==> src/rtl/forwarding_pkg.sv <==
// Shared encodings for the forwarding / load-use hazard unit: bypass selects and stall FSM states.
package forwarding_pkg;

  localparam logic [1:0] FWD_RF      = 2'b00;
  localparam logic [1:0] FWD_EX_MEM  = 2'b10;
  localparam logic [1:0] FWD_MEM_WB  = 2'b01;
  localparam logic [1:0] FWD_WB_HIST = 2'b11;

  typedef enum logic {
    RUN   = 1'b0,
    STALL = 1'b1
  } haz_state_e;

endpackage

==> src/rtl/forwarding_hazard_unit_if.sv <==
// Pipeline-side bundle for the hazard unit: stage register fields in, bypass/stall controls out.
interface forwarding_hazard_unit_if #(
  parameter int REG_ADDR_W = 5,
  parameter int NUM_SRC    = 2,
  parameter int CNT_W      = 16
);

  logic                            ext_stall_in;
  logic [NUM_SRC*REG_ADDR_W-1:0]   ID_EX_src_in;
  logic [NUM_SRC*REG_ADDR_W-1:0]   IF_ID_src_in;
  logic [REG_ADDR_W-1:0]           ID_EX_reg_destination_in;
  logic                            ID_EX_WB_in;
  logic                            ID_EX_mem_read_in;
  logic [REG_ADDR_W-1:0]           EX_MEM_reg_destination_in;
  logic                            EX_MEM_WB_in;
  logic [REG_ADDR_W-1:0]           MEM_WB_reg_destination_in;
  logic                            MEM_WB_WB_in;
  logic [2*NUM_SRC-1:0]            Forward_out;
  logic                            stall_out;
  logic                            bubble_out;
  logic [CNT_W-1:0]                fwd_count_out;
  logic [CNT_W-1:0]                stall_count_out;

  modport master (
    output ext_stall_in, ID_EX_src_in, IF_ID_src_in,
    output ID_EX_reg_destination_in, ID_EX_WB_in, ID_EX_mem_read_in,
    output EX_MEM_reg_destination_in, EX_MEM_WB_in,
    output MEM_WB_reg_destination_in, MEM_WB_WB_in,
    input  Forward_out, stall_out, bubble_out, fwd_count_out, stall_count_out
  );

  modport slave (
    input  ext_stall_in, ID_EX_src_in, IF_ID_src_in,
    input  ID_EX_reg_destination_in, ID_EX_WB_in, ID_EX_mem_read_in,
    input  EX_MEM_reg_destination_in, EX_MEM_WB_in,
    input  MEM_WB_reg_destination_in, MEM_WB_WB_in,
    output Forward_out, stall_out, bubble_out, fwd_count_out, stall_count_out
  );

endinterface

==> src/rtl/forwarding_hazard_unit_fwd_select_lane.sv <==
// One EX-stage source operand: compare against each producer and priority-encode the bypass select.
module fwd_select_lane
  import forwarding_pkg::*;
#(
  parameter int REG_ADDR_W = 5
) (
  input  logic [REG_ADDR_W-1:0] src_i,
  input  logic [REG_ADDR_W-1:0] ex_mem_dest_i,
  input  logic                  ex_mem_wb_i,
  input  logic [REG_ADDR_W-1:0] mem_wb_dest_i,
  input  logic                  mem_wb_wb_i,
  input  logic [REG_ADDR_W-1:0] hist_dest_i,
  input  logic                  hist_valid_i,
  output logic [1:0]            sel_o
);

  // A nonzero source implies any matching dest is nonzero too, so r0 never forwards.
  always_comb begin
    sel_o = FWD_RF;
    if (src_i != '0) begin
      if (ex_mem_wb_i && (ex_mem_dest_i == src_i)) begin
        sel_o = FWD_EX_MEM;
      end else if (mem_wb_wb_i && (mem_wb_dest_i == src_i)) begin
        sel_o = FWD_MEM_WB;
      end else if (hist_valid_i && (hist_dest_i == src_i)) begin
        sel_o = FWD_WB_HIST;
      end
    end
  end

endmodule

==> src/rtl/forwarding_hazard_unit.sv <==
// Operand-forwarding and load-use stall controller for the 5-stage pipeline.
// Optional performance counters are built when HAZ_PERF_CNT_EN is defined.
module forwarding_hazard_unit
  import forwarding_pkg::*;
#(
  parameter int REG_ADDR_W = 5,
  parameter int NUM_SRC    = 2,
  parameter int LOAD_LAT   = 1,
  parameter int CNT_W      = 16
) (
  input  logic                    clk_in,
  input  logic                    reset_in,
  forwarding_hazard_unit_if.slave bus
);

  localparam int CNT_BITS = $clog2(LOAD_LAT + 1);

  logic [2*NUM_SRC-1:0]  fwd_sel;
  logic                  hist_valid_q, hist_valid_d;
  logic [REG_ADDR_W-1:0] hist_dest_q, hist_dest_d;
  haz_state_e            state_q, state_d;
  logic [CNT_BITS-1:0]   cnt_q, cnt_d;
  logic                  src_hit;
  logic                  hazard;
  logic                  stall_w;

  for (genvar i = 0; i < NUM_SRC; i++) begin : g_lane
    fwd_select_lane #(
      .REG_ADDR_W(REG_ADDR_W)
    ) u_lane (
      .src_i        (bus.ID_EX_src_in[i*REG_ADDR_W +: REG_ADDR_W]),
      .ex_mem_dest_i(bus.EX_MEM_reg_destination_in),
      .ex_mem_wb_i  (bus.EX_MEM_WB_in),
      .mem_wb_dest_i(bus.MEM_WB_reg_destination_in),
      .mem_wb_wb_i  (bus.MEM_WB_WB_in),
      .hist_dest_i  (hist_dest_q),
      .hist_valid_i (hist_valid_q),
      .sel_o        (fwd_sel[2*i +: 2])
    );
  end

  assign bus.Forward_out = fwd_sel;

  // History slot holds the value just retired, covering a same-cycle regfile write/read.
  assign hist_valid_d = bus.MEM_WB_WB_in && (bus.MEM_WB_reg_destination_in != '0);
  assign hist_dest_d  = bus.MEM_WB_reg_destination_in;

  always_ff @(posedge clk_in or posedge reset_in) begin
    if (reset_in) begin
      hist_valid_q <= 1'b0;
      hist_dest_q  <= '0;
    end else if (!bus.ext_stall_in) begin
      hist_valid_q <= hist_valid_d;
      hist_dest_q  <= hist_dest_d;
    end
  end

  always_comb begin
    src_hit = 1'b0;
    for (int i = 0; i < NUM_SRC; i++) begin
      if (bus.IF_ID_src_in[i*REG_ADDR_W +: REG_ADDR_W] == bus.ID_EX_reg_destination_in) begin
        src_hit = 1'b1;
      end
    end
  end

  assign hazard = bus.ID_EX_mem_read_in && bus.ID_EX_WB_in &&
                  (bus.ID_EX_reg_destination_in != '0) && src_hit;

  always_ff @(posedge clk_in or posedge reset_in) begin
    if (reset_in) begin
      state_q <= RUN;
      cnt_q   <= '0;
    end else if (!bus.ext_stall_in) begin
      state_q <= state_d;
      cnt_q   <= cnt_d;
    end
  end

  // The first bubble comes from RUN itself, so STALL only covers the remaining LOAD_LAT-1.
  always_comb begin
    state_d = state_q;
    cnt_d   = cnt_q;
    stall_w = 1'b0;
    case (state_q)
      RUN: begin
        stall_w = hazard;
        if (hazard && (LOAD_LAT > 1)) begin
          state_d = STALL;
          cnt_d   = CNT_BITS'(LOAD_LAT - 1);
        end
      end
      STALL: begin
        stall_w = 1'b1;
        if (cnt_q == CNT_BITS'(1)) begin
          cnt_d   = '0;
          state_d = RUN;
        end else begin
          cnt_d = cnt_q - CNT_BITS'(1);
        end
      end
      default: begin
        state_d = RUN;
        cnt_d   = '0;
      end
    endcase
  end

  assign bus.stall_out  = stall_w;
  assign bus.bubble_out = stall_w;

`ifdef HAZ_PERF_CNT_EN
  logic [CNT_W-1:0] fwd_cnt_q, fwd_cnt_d;
  logic [CNT_W-1:0] stall_cnt_q, stall_cnt_d;

  function automatic logic [CNT_W-1:0] sat_inc(input logic [CNT_W-1:0] v);
    return (&v) ? v : v + CNT_W'(1);
  endfunction

  assign fwd_cnt_d   = (|fwd_sel) ? sat_inc(fwd_cnt_q) : fwd_cnt_q;
  assign stall_cnt_d = stall_w ? sat_inc(stall_cnt_q) : stall_cnt_q;

  always_ff @(posedge clk_in or posedge reset_in) begin
    if (reset_in) begin
      fwd_cnt_q   <= '0;
      stall_cnt_q <= '0;
    end else if (!bus.ext_stall_in) begin
      fwd_cnt_q   <= fwd_cnt_d;
      stall_cnt_q <= stall_cnt_d;
    end
  end

  assign bus.fwd_count_out   = fwd_cnt_q;
  assign bus.stall_count_out = stall_cnt_q;
`else
  assign bus.fwd_count_out   = '0;
  assign bus.stall_count_out = '0;
`endif

endmodule

==> src/flat_wrapper.sv <==
// flat-port wrapper written by rule: the top's interface ports become plain ports
module forwarding_hazard_unit_flat import forwarding_pkg::*;
#(
  parameter int REG_ADDR_W = 5,
  parameter int NUM_SRC    = 2,
  parameter int LOAD_LAT   = 1,
  parameter int CNT_W      = 16
)
  (clk_in, reset_in, bus_ext_stall_in, bus_ID_EX_src_in, bus_IF_ID_src_in, bus_ID_EX_reg_destination_in, bus_ID_EX_WB_in, bus_ID_EX_mem_read_in, bus_EX_MEM_reg_destination_in, bus_EX_MEM_WB_in, bus_MEM_WB_reg_destination_in, bus_MEM_WB_WB_in, bus_Forward_out, bus_stall_out, bus_bubble_out, bus_fwd_count_out, bus_stall_count_out);
  forwarding_hazard_unit_if #(.REG_ADDR_W(REG_ADDR_W), .NUM_SRC(NUM_SRC), .CNT_W(CNT_W)) bus_i ();
  input  logic clk_in;
  input  logic reset_in;
  input wire logic [$bits(bus_i.ext_stall_in)-1:0] bus_ext_stall_in;
  input wire logic [$bits(bus_i.ID_EX_src_in)-1:0] bus_ID_EX_src_in;
  input wire logic [$bits(bus_i.IF_ID_src_in)-1:0] bus_IF_ID_src_in;
  input wire logic [$bits(bus_i.ID_EX_reg_destination_in)-1:0] bus_ID_EX_reg_destination_in;
  input wire logic [$bits(bus_i.ID_EX_WB_in)-1:0] bus_ID_EX_WB_in;
  input wire logic [$bits(bus_i.ID_EX_mem_read_in)-1:0] bus_ID_EX_mem_read_in;
  input wire logic [$bits(bus_i.EX_MEM_reg_destination_in)-1:0] bus_EX_MEM_reg_destination_in;
  input wire logic [$bits(bus_i.EX_MEM_WB_in)-1:0] bus_EX_MEM_WB_in;
  input wire logic [$bits(bus_i.MEM_WB_reg_destination_in)-1:0] bus_MEM_WB_reg_destination_in;
  input wire logic [$bits(bus_i.MEM_WB_WB_in)-1:0] bus_MEM_WB_WB_in;
  output wire logic [$bits(bus_i.Forward_out)-1:0] bus_Forward_out;
  output wire logic [$bits(bus_i.stall_out)-1:0] bus_stall_out;
  output wire logic [$bits(bus_i.bubble_out)-1:0] bus_bubble_out;
  output wire logic [$bits(bus_i.fwd_count_out)-1:0] bus_fwd_count_out;
  output wire logic [$bits(bus_i.stall_count_out)-1:0] bus_stall_count_out;
  assign bus_i.ext_stall_in = bus_ext_stall_in;
  assign bus_i.ID_EX_src_in = bus_ID_EX_src_in;
  assign bus_i.IF_ID_src_in = bus_IF_ID_src_in;
  assign bus_i.ID_EX_reg_destination_in = bus_ID_EX_reg_destination_in;
  assign bus_i.ID_EX_WB_in = bus_ID_EX_WB_in;
  assign bus_i.ID_EX_mem_read_in = bus_ID_EX_mem_read_in;
  assign bus_i.EX_MEM_reg_destination_in = bus_EX_MEM_reg_destination_in;
  assign bus_i.EX_MEM_WB_in = bus_EX_MEM_WB_in;
  assign bus_i.MEM_WB_reg_destination_in = bus_MEM_WB_reg_destination_in;
  assign bus_i.MEM_WB_WB_in = bus_MEM_WB_WB_in;
  assign bus_Forward_out = bus_i.Forward_out;
  assign bus_stall_out = bus_i.stall_out;
  assign bus_bubble_out = bus_i.bubble_out;
  assign bus_fwd_count_out = bus_i.fwd_count_out;
  assign bus_stall_count_out = bus_i.stall_count_out;
  forwarding_hazard_unit #(.REG_ADDR_W(REG_ADDR_W), .NUM_SRC(NUM_SRC), .LOAD_LAT(LOAD_LAT), .CNT_W(CNT_W)) u_core (.clk_in(clk_in), .reset_in(reset_in), .bus(bus_i));
endmodule
==> config.mk <==
export PLATFORM = sky130hd
export DESIGN_NAME = forwarding_hazard_unit_flat
export DESIGN_NICKNAME = d
export VERILOG_FILES = /design/src/rtl/forwarding_pkg.sv /design/src/rtl/forwarding_hazard_unit_if.sv /design/src/rtl/forwarding_hazard_unit_fwd_select_lane.sv /design/src/rtl/forwarding_hazard_unit.sv /design/src/flat_wrapper.sv
export SDC_FILE = /design/constraint.sdc
export NUM_CORES = 1
export LEC_CHECK = 0
export ABC_AREA = 1
export CELL_PAD_IN_SITES_DETAIL_PLACEMENT = 1
export CELL_PAD_IN_SITES_GLOBAL_PLACEMENT = 2
export CORE_ASPECT_RATIO = 0.6
export CORE_MARGIN = 3
export CORE_UTILIZATION = 17
export DETAILED_ROUTE_END_ITERATION = 12
export GPL_ROUTABILITY_DRIVEN = 0
export PLACE_DENSITY = 0.85
export SYNTH_ARGS = -nofsm -noshare
export SYNTH_HDL_FRONTEND = slang
export SYNTH_SLANG_ARGS = --single-unit
==> constraint.sdc <==
create_clock -name clk_in -period 1.3 [get_ports clk_in]
set_input_delay 0.26 -clock clk_in [delete_from_list [all_inputs] [get_ports clk_in]]
set_output_delay 0.26 -clock clk_in [all_outputs]
set_load 0.05 [all_outputs]
# [Word-level counts from Yosys, hierarchy flattened]
# Index checks and enable logic that the tools add are counted.
[classes] addsub=1 n_eq_ne=8 n_mux=14 bitwise_logic=2 n_reduce_logical=15
[ops] operator="$eq 5x5->1" count=8
[ops] operator="$reduce_bool 5->1" count=4
[ops] operator="$mux 2" count=8
[ops] operator="$logic_and 1x1->1" count=10
[ops] operator="$mux 1" count=5
[ops] operator="$not 1->1" count=2
[ops] operator="$pmux 1 s2" count=1
[ops] operator="$reduce_and 2->1" count=1
[ops] operator="$sub 1x1->1 const B" count=1
[word_totals] register_bits=8 in_bits=42

# [Longest topological paths before layout]
[depth] depth_word=6 mapped_depth=9

# [By module]
# Synthesis repeated with hierarchy kept, for this count alone.
[hier_totals] hier_cells=253 area_unflattened_um2=1426.4
[by_module_without_submodules] module="forwarding_hazard_unit" n_inst=1 cells_per_inst=121 area_per_inst_um2=785.8
[by_module_without_submodules] module="fwd_select_lane" n_inst=2 cells_per_inst=66 area_per_inst_um2=320.3

# [Worst setup path after synthesis]
# Ideal clock, no wire load.
[synth_path] path_type="register to output" from="register u_core.hist_dest_q[3]" to="output bus_Forward_out[0]" arrival_time_ns=1.439 required_ns=1.040 slack_ns=-0.399 stages_incl_launch_ff=9 n_path_buf=0 path_cell_list="dfrtp_1 inv_1 nand2_1 nand2_1 nor2_1 nand2_1 o21ai_1 inv_1 nor2_1"
[synth_via] elab_chain_len=6
[synth_rtl] element="from (decl)" line_no="forwarding_hazard_unit.sv:20" rtl="logic [REG_ADDR_W-1:0] hist_dest_q, hist_dest_d;"
[synth_rtl] element="from (signal assigned)" line_no="forwarding_hazard_unit.sv:54" rtl="hist_dest_q <= hist_dest_d;"
[synth_rtl] element="$eq 5x5->1" line_no="forwarding_hazard_unit_fwd_select_lane.sv:25" rtl="end else if (hist_valid_i && (hist_dest_i == src_i)) begin"
[synth_rtl] element="$logic_and 1x1->1" line_no="forwarding_hazard_unit_fwd_select_lane.sv:25"
[synth_rtl] element="$mux 2" line_no="forwarding_hazard_unit_fwd_select_lane.sv:25"
[synth_rtl] element="$mux 2" line_no="forwarding_hazard_unit_fwd_select_lane.sv:23" rtl="end else if (mem_wb_wb_i && (mem_wb_dest_i == src_i)) begin"
[synth_rtl] element="$mux 2" line_no="forwarding_hazard_unit_fwd_select_lane.sv:21" rtl="if (ex_mem_wb_i && (ex_mem_dest_i == src_i)) begin"
[synth_rtl] element="$mux 2" line_no="forwarding_hazard_unit_fwd_select_lane.sv:20" rtl="if (src_i != '0) begin"
[synth_rtl] element="to (decl)" line_no="flat_wrapper.sv:23" rtl="output wire logic [$bits(bus_i.Forward_out)-1:0] bus_Forward_out;"
# Every way passes these cells.

# [Worst setup path after layout]
[layout_path] from="register u_core.hist_dest_q[4]" to="output bus_Forward_out[1]"
# Same word-level chain as after synthesis.

==> out/qor.txt <==
Highest clock rate -> 566.6 MHz
Fraction of the yosys area taken by sequential cells -> 15.33%
Main combinational cell family by area after synthesis -> simple AND/OR/NAND/NOR gates
Mean number of vias per cell -> 3.794
Maximum VDD drop -> 0.3593 mV
Number of library cell types mapped by synthesis -> 20
Clock-pin slew of the registers on the worst-case setup and hold paths -> 40 ps
Cell with the most instances after synthesis -> sky130_fd_sc_hd__nand2_1
Post-Place Worst Slack -> -799.7 ps
Vias after detailed routing -> 1567
Placed Instance Area -> 2047 µm²
Number of enable flip-flop cells after synthesis -> 0
Most frequently used flop master after synthesis -> sky130_fd_sc_hd__dfrtp_1
Total non-filler cell area in the finished layout -> 2190 µm²
Area growth from synthesis to final layout -> 67.62%
Final number of max-transition violations -> 0
Die width -> 119.2 µm
RR Endpoint -> u_core.cnt_q
Unrepaired setup endpoints after global routing -> yes
Post-Synth XOR/XNOR Area -> 6.034%
I/O pin count -> 80
Cell Rows -> 24
Mean post-synth cell area -> 5.559 µm²
Cell count after synthesis -> 235
Root Buffer Master -> sky130_fd_sc_hd__clkbuf_16
Post-synth design cell area -> 1306 µm²
Nets -> 353
Simple logic cell fraction of the synthesized area -> 39.85%
CTS tree -> yes
Worst-skew pair later-pin latency -> 230 ps
Top-area cell type share of the netlist area -> 22.13%
Largest net degree at the start of global routing -> 12
Top post-synthesis cells by area -> sky130_fd_sc_hd__nand2_1 22%, sky130_fd_sc_hd__buf_4 19%, sky130_fd_sc_hd__dfrtp_1 15%
Die area -> 8806 µm²
Worst setup margin -> -464.8 ps
Quantity of hold-fixing buffers added after cts -> 0
Final Hold Viols -> 0
Endpoints failing setup -> 6
# placed instances -> 407
Endpoint arrival time on the critical path -> 1500 ps
Share of flip-flops with an asynchronous set or reset -> 100.0%
Global route total overflow -> 0
Die height -> 73.90 µm
Core region area -> 7357 µm²
Worst reg2reg path depth -> 4
Vias in the first global route -> 1463
Multiplexer area fraction after synthesis -> 0%
Antenna-violating nets left -> 0
Crit path launch type -> flip-flop
Most common cell on crit path -> sky130_fd_sc_hd__nand2_1
Skew final -> 3.021 ps
Final cell count without fillers -> 413
Port Buffers -> 47
Routed length per instance -> 11.93 µm
Number of antenna violations at the first check in global routing -> 0
Tmin final -> 1765 ps
Initial Util -> 17.76%
Total track usage -> 11.01%
Min-Delay Path Class -> in -> async
Startpoint of the worst-slack reg-to-reg timing path -> u_core.state_q
First-pass GRT wire length -> 7.624 mm
Iteration count of the initial detailed-routing pass -> 4
Critical path buffers and inverters -> 2
Top Family by Delay on Critical Path -> simple AND/OR/NAND/NOR gates
Critical path data required time -> 1040 ps
Cell with the biggest individual delay on the critical path -> sky130_fd_sc_hd__dfrtp_2
Yosys warning count -> 0
Areal power density over the cells -> 726.0 nW/µm²
Crit. End Element -> primary output
Final Util -> 29.76%
Compound-gate portion of the synthesized area -> 9.195%
Critical setup path kind -> reg -> out
Leakage Power -> 1.165 nW
Sink Count -> 8
Total inserted antenna cells -> 0
Number of flip-flops and latches in the synthesized netlist -> 8
Violations in the final reports -> negative setup slack
Post-detailed-placement half-perimeter wirelength -> 4.228 mm
Iteration-0 DRC count of the detailed router -> 65
Result of the run -> complete, but fails checks
Post-route clock period utilization -> 135.8%
H-tree level count -> 1
Detailed Route WL -> 4.929 mm
Biggest fanout along the worst timing path -> 4
Slowest Stage Delay on Critical Path -> 420 ps
# DRC -> 0
Flop-to-flop setup slack -> 480 ps
Inserted Clock Buffers -> 3
Cell type with the highest aggregate area in the netlist -> sky130_fd_sc_hd__nand2_1
Adder-cell share of the synthesized area -> 0%
Number of max-cap violations -> 0
Ordered cell list for the critical path -> inv_2, nand2_1, nand2_1, nor2_2, nand2_1, nor2_1, nand2_1, a21oi_4, buf_12
Layout cell share with drive strength beyond 1 -> 33.01%
Buffer levels on the longest clock path -> 2
Most frequent cells after synthesis -> 77 x sky130_fd_sc_hd__nand2_1, 33 x sky130_fd_sc_hd__buf_4, 28 x sky130_fd_sc_hd__nor2_1
-- power breakdown --
part           internal [mW]  switching (mW)  total, mW
Combinational          0.263           0.493      0.756
Clock                  0.396           0.118      0.515
Sequential             0.284          0.0341      0.318
-- routing by layer --
layer	vias to the layer above	GRT usage, %	routed length [µm]
li1	803	-	-
met1	717	16.89	2406
met2	45	16.07	2156
met3	2	1.923	339
met4	0	1.926	27
met5	-	0	0
-- cell families (layout without fill, tap and decap cells) --
family | Yosys count | count (layout)
buffers and inverters | 69 | 112
xor gates and xnor gates | 9 | 9
DFF | 8 | 8
other | 1 | 32
and+or+nand+nor | 126 | 126
AOI/OAI and AO/OA | 22 | 22
-- state kept, by name (all words and copies together), names as in the netlist --
signal / count
u_core.cnt_q: 1
u_core.hist_dest_q: 5
u_core.hist_valid_q: 1
u_core.state_q: 1
-- worst max-delay path by stage --
stage	start	cells past startpoint	endpoint	slack (ps)
4_1_cts	u_core.hist_dest_q[4]	9	bus_Forward_out[1]	-520
5_1_grt	u_core.hist_dest_q[4]	9	bus_Forward_out[1]	-580
3_5_place_dp	bus_ID_EX_src_in[6]	10	bus_Forward_out[2]	-800
2_1_floorplan	u_core.hist_dest_q[3]	8	bus_Forward_out[3]	-100
3_3_place_gp	bus_ID_EX_src_in[6]	10	bus_Forward_out[2]	-780
6_report	u_core.hist_dest_q[4]	9	bus_Forward_out[1]	-460
-- cell usage in the layout (no fill, tap or decap), types with 2 or more instances in the layout --
cell and instances:
sky130_fd_sc_hd__clkdlybuf4s15_1 2, sky130_fd_sc_hd__nand2_2 9, sky130_fd_sc_hd__clkdlybuf4s15_2 2, sky130_fd_sc_hd__nand2_1 67
sky130_fd_sc_hd__o21ai_1 6, sky130_fd_sc_hd__clkbuf_16 3, sky130_fd_sc_hd__o21ai_0 6, sky130_fd_sc_hd__nor2_2 5
sky130_fd_sc_hd__inv_1 18, sky130_fd_sc_hd__nand3_2 3, sky130_fd_sc_hd__nor2_4 2, sky130_fd_sc_hd__xor2_1 7
sky130_fd_sc_hd__dfrtp_1 5, sky130_fd_sc_hd__buf_4 26, sky130_fd_sc_hd__a21oi_1 5, sky130_fd_sc_hd__a21oi_4 2
sky130_fd_sc_hd__buf_2 5, sky130_fd_sc_hd__clkdlybuf4s50_1 3, sky130_fd_sc_hd__conb_1 32, sky130_fd_sc_hd__dlygate4sd2_1 20
sky130_fd_sc_hd__nor3_2 3, sky130_fd_sc_hd__buf_12 6, sky130_fd_sc_hd__nor3_1 2, sky130_fd_sc_hd__inv_2 17
sky130_fd_sc_hd__nor2_1 24, sky130_fd_sc_hd__buf_6 9, sky130_fd_sc_hd__dfrtp_2 3, sky130_fd_sc_hd__nand3_1 8
-- layout make-up --
type | instances | area [µm²]
Timing Repair Buffer | 74 | 694.4
Clock buffer | 3 | 75.07
Tap cell | 104 | 130.1
Inverter | 35 | 131.4
Fill cell | 963 | 5167
Sequential cell | 8 | 203.9
Multi-Input combinational cell | 189 | 954.7
-- worst register-to-register path, cell delays in order, from the launching register on --
cell,delay (ps)
sky130_fd_sc_hd__dfrtp_1,350
sky130_fd_sc_hd__inv_1,130
sky130_fd_sc_hd__a21oi_1,70
sky130_fd_sc_hd__o21ai_0,80
sky130_fd_sc_hd__nand2_1,70
-- metrics by stage --
step / power, mW / hold WS [ps] / TNS (ps)
2_1_floorplan: 0.8173 / 75.66 / -332.0
3_3_place_gp: 1.050 / 463.0 / -4253
3_5_place_dp: 1.056 / 482.0 / -4285
4_1_cts: 1.573 / 321.0 / -2090
5_1_grt: 1.687 / 344.7 / -2287
6_report: 1.590 / 294.1 / -1789
-- repair_timing --
action	CTS	global route
resized for setup	112	18
buffers inserted	0	3
pin swaps	40	21
setup endpoints to repair	7	7
Note: power is estimated with default switching activity, not from simulation.
